File: config.mk
export PLATFORM = sky130hd
export DESIGN_NAME = lsu_wb_pipe
export DESIGN_NICKNAME = d
export VERILOG_FILES = /design/src/rtl/lsu_wb_pipe.sv
export SDC_FILE = /design/constraint.sdc
export NUM_CORES = 1
export LEC_CHECK = 0
export ABC_CLOCK_PERIOD_IN_PS = 5900
export BUFFER_PORTS_ARGS = -buffer_cell sky130_fd_sc_hd__buf_2
export CORE_UTILIZATION = 27
export CTS_CLUSTER_DIAMETER = 120
export DETAILED_ROUTE_END_ITERATION = 12
export GPL_ROUTABILITY_DRIVEN = 0
export PLACE_DENSITY = 0.48
export REMOVE_ABC_BUFFERS = 1
export SLEW_MARGIN = 10
export SYNTH_ARGS = -nofsm -noshare
export SYNTH_HDL_FRONTEND = slang
export SYNTH_SLANG_ARGS = --single-unit
File: constraint.sdc
create_clock -name clk -period 5.9 [get_ports clk]
set_clock_uncertainty 0.1 [all_clocks]
set_input_delay 0.885 -clock clk [delete_from_list [all_inputs] [get_ports clk]]
set_output_delay 0.885 -clock clk [all_outputs]
set_load 0.1 [all_outputs]
File: src/rtl/lsu_wb_pipe.sv
// lsu_wb_pipe: LSU-to-writeback stage with 2-entry skid buffer, flush, x0 suppression and retire counter
module lsu_wb_pipe #(
    parameter int DATA_W  = 32,
    parameter int RADDR_W = 5,
    parameter int CNT_W   = 64
) (
    input  logic               clk,
    input  logic               rst_n,
    input  logic               lsu_valid_i,
    output logic               lsu_ready_o,
    input  logic [DATA_W-1:0]  lsu_reg_wdata_i,
    input  logic               lsu_wr_reg_en_i,
    input  logic [RADDR_W-1:0] lsu_wr_reg_addr_i,
    input  logic [DATA_W-1:0]  lsu_pc_i,
    input  logic [DATA_W-1:0]  lsu_inst_i,
    input  logic               flush_i,
    output logic               wb_valid_o,
    input  logic               wb_ready_i,
    output logic [DATA_W-1:0]  wb_reg_wdata_o,
    output logic               wb_wr_reg_en_o,
    output logic [RADDR_W-1:0] wb_wr_reg_addr_o,
    output logic [DATA_W-1:0]  wb_pc_o,
    output logic [DATA_W-1:0]  wb_inst_o,
    output logic [CNT_W-1:0]   retired_cnt_o
);
    localparam int PW = 3 * DATA_W + RADDR_W + 1;

    logic [PW-1:0]    in_pl, main_q, main_d, skid_q, skid_d;
    logic             main_v_q, main_v_d, skid_v_q, skid_v_d;
    logic [CNT_W-1:0] cnt_q, cnt_d;
    logic             in_fire, out_fire, main_en;

    assign in_pl    = {lsu_reg_wdata_i, lsu_wr_reg_en_i, lsu_wr_reg_addr_i, lsu_pc_i, lsu_inst_i};
    assign in_fire  = lsu_valid_i & ~skid_v_q;
    assign out_fire = main_v_q & wb_ready_i;

    // Next state: flush wins; skid drains into main before any new beat is taken
    always_comb begin
        main_d   = main_q;
        skid_d   = skid_q;
        main_v_d = main_v_q;
        skid_v_d = skid_v_q;
        if (flush_i) begin
            main_v_d = 1'b0;
            skid_v_d = 1'b0;
        end else if (skid_v_q) begin
            if (out_fire) begin
                main_d   = skid_q;
                skid_v_d = 1'b0;
            end
        end else if (in_fire && (!main_v_q || out_fire)) begin
            main_d   = in_pl;
            main_v_d = 1'b1;
        end else if (in_fire) begin
            skid_d   = in_pl;
            skid_v_d = 1'b1;
        end else if (out_fire) begin
            main_v_d = 1'b0;
        end
        cnt_d = cnt_q + CNT_W'(out_fire);
    end

    // State registers, cleared asynchronously
    always_ff @(posedge clk or negedge rst_n) begin
        if (!rst_n) begin
            main_q   <= '0;
            skid_q   <= '0;
            main_v_q <= 1'b0;
            skid_v_q <= 1'b0;
            cnt_q    <= '0;
        end else begin
            main_q   <= main_d;
            skid_q   <= skid_d;
            main_v_q <= main_v_d;
            skid_v_q <= skid_v_d;
            cnt_q    <= cnt_d;
        end
    end

    assign {wb_reg_wdata_o, main_en, wb_wr_reg_addr_o, wb_pc_o, wb_inst_o} = main_q;
    assign wb_valid_o     = main_v_q;
    assign wb_wr_reg_en_o = main_en & main_v_q & (|wb_wr_reg_addr_o);
    assign lsu_ready_o    = ~skid_v_q;
    assign retired_cnt_o  = cnt_q;
endmodule

==> metrics.cfg <==
[global_route]
grt_antenna_before_repair = 8
grt_overflow_total = 0
grt_max_degree = 205
track_usage_pct = 12.7
grt_pass1_wl_um = 46600
grt_pass1_vias = 8244

[place]
placed_cell_area_sq_um = 13500
pre_cts_ws_ns = 2.80
portBuffers = 274
hpwl_um = 19000

[cells_and_area]
design_area_sq_um = 14700
final_cell_mix = buf_2, dfrtp_1, nor2_1, a21oi_1
drive_above_1_share_pct = 36.1
mostFrequentLayoutCell = buf_2
fin_nets = 1339
area_growth_pct = 19.9

[clock_tree]
root_buffer = clkbuf_16
htree_levels = 2
cts_tree = done
ctsResizeCount = 0
clock_latency_ns = 0.53
cts_inserted_buffers = 34
cts_buffer_depth = 3
cts_sinks = 270
cts.clk_slew.worst_paths_ns = 0.06
holdBufCountCts = 0
postCtsSetupRepairBufs = 0

[logic_synthesis]
synth_seq_cells = 270
ys_seq_area_share_pct = 55.1
syn_inst = 1063
synth_area_sq_um = 12300
syn_area_per_cell_sq_um = 11.5
yosysWarnings = 0
synth.distinct_cells = 38

[die]
ios = 275
fp-row-count = 77
die_width_um = 215
die_y_um = 215
dieArea_sq_um = 46300
initial_core_util_pct = 27.6
core_sq_um = 44500

[timing]
fmax_ghz = 0.336
setup_slack_ns = 2.92
timing.final.hold_violations = 0
rsz0062_at_grt = no
finalMaxSlewViolations = 0
setup_viol = 0
period_share_pct = 50.4
worst_pin_slew_ns = 1.02
hold_ws_ns = 0.168
finalCriticalPeriod_ns = 2.98
relSlewSlack_pct = 32.0

[drt]
via_per_inst = 4.39
drt-pass1-iter-count = 4
vias = 8116
wl_per_cell_um = 15.8
drc = 0
drtAntennaViolNets = 0
initialDrtViolationCount = 349
wl_um = 29200

[critical_path]
required_ns = 4.91
crit_fanout = 3
startpoint_type = flip-flop
crit_arrival_ns = 1.99
worst_setup_path_end_kind = output port
path_class = reg -> out

[min_path]
hp-class = in -> async

[power]
ir_drop_v = 0.000267
leakage_nw = 6.56
p_sw_share_pct = 38.1
pwr-share-seq_pct = 37.9
p_int_mw = 3.90
clockPowerShare_pct = 34.3
switchingPower_mw = 2.40
p_per_area_nw_per_um2 = 428
combPwrFrac_pct = 27.8

[flow_run]
cap_violations = 0

[outcome]
status = completed

layout make-up:
| cell class | count | area [sq um] |
|---|---|---|
| Fill cell | 4590 | 29800 |
| Sequential cell | 270 | 6760 |
| Multi-Input combinational cell | 629 | 4520 |
| Timing Repair Buffer | 280 | 1460 |
| Clock buffer | 48 | 983 |
| Tap cell | 592 | 741 |
| Clock inverter | 11 | 176 |
| Inverter | 15 | 56.3 |
| Antenna cell | 4 | 10.0 |
registers in the layout, indices dropped and copies added, names as in the netlist:
signal / cells
retired_cnt_o: 64
wb_valid_o: 1
skid_q: 102
skid_v_q: 1
main_q: 102
kinds of logic after synthesis:
group	share of synthesized area [%]
AND/OR/NAND/NOR	9.95
adder cells (fa/ha/maj)	0.204
flip-flops	55.1
buffers and inverters	8.25
AO/OA/AOI/OAI	4.44
multiplexers	17.7
XOR/XNOR	4.43
Yosys cell counts, drive strengths merged:
library cell	count	area share, %
or2	2	0.10
nor3	20	0.99
clkbuf	27	0.83
and2	2	0.10
and4	5	0.39
a31o	1	0.071
xnor2	28	2.0
nor4	15	0.99
inv	15	0.46
dfrtp	270	55
nor2	123	3.8
or4	1	0.092
o311a	1	0.082
xor2	34	2.4
buf	122	7.0
or3	4	0.20
nand2	36	1.1
nand4	18	1.0
nand3	22	0.90
mux2	102	9.4
a21oi	104	4.2
o21ai	1	0.041
nand2b	1	0.051
ha	2	0.20
nor2b	1	0.051
and3	4	0.20
mux2i	102	8.3
power by group through the flow:
stage,clock network (mW),logic [mW],registers [mW]
2_1_floorplan,0,0.397,3.44
3_3_place_gp,0,1.75,2.41
4_1_cts,2.25,1.77,2.39
5_1_grt,2.31,1.83,2.43
3_5_place_dp,0,1.77,2.42
6_report,2.16,1.75,2.38
per-stage QoR:
stage,util [%],instances,power (mW),setup TNS (ns)
2_1_floorplan,-,914,3.83,-1166.71
3_3_place_gp,30.4,1786,4.16,0
3_5_place_dp,30.4,1786,4.19,0
4_1_cts,33.0,1845,6.41,0
5_1_grt,33.0,1846,6.58,0
6_report,33.0,1849,6.29,0
critical path: stages, from the launching register on:
cell and delay (ns):
dfrtp_1 0.41, or3_1 0.43, o311a_1 0.31, buf_2 0.31
routing by layer:
layer,vias to the layer above,global-route usage [%],share of wire [%]
li1,3913,-,-
met1,3921,16.8,46
met2,219,19.6,45
met3,53,4.42,6.9
met4,10,3.66,2.3
met5,-,0,0.20
path summary, 6_finish.rpt:
kind	from	to	slack, ns	cells past startpoint
setup / recovery	main_q[65]	wb_wr_reg_en_o	2.92	3
hold / removal	rst_n	retired_cnt_o[11]	0.17	1
setup reg to reg	skid_v_q	main_q[11]	3.04	4
hold reg to reg	retired_cnt_o[63]	retired_cnt_o[63]	0.37	1
max in group asynchronous	rst_n	main_q[13]	4.29	2
min in group clk	retired_cnt_o[63]	retired_cnt_o[63]	0.37	1
Note: power is estimated with default switching activity, not from simulation.
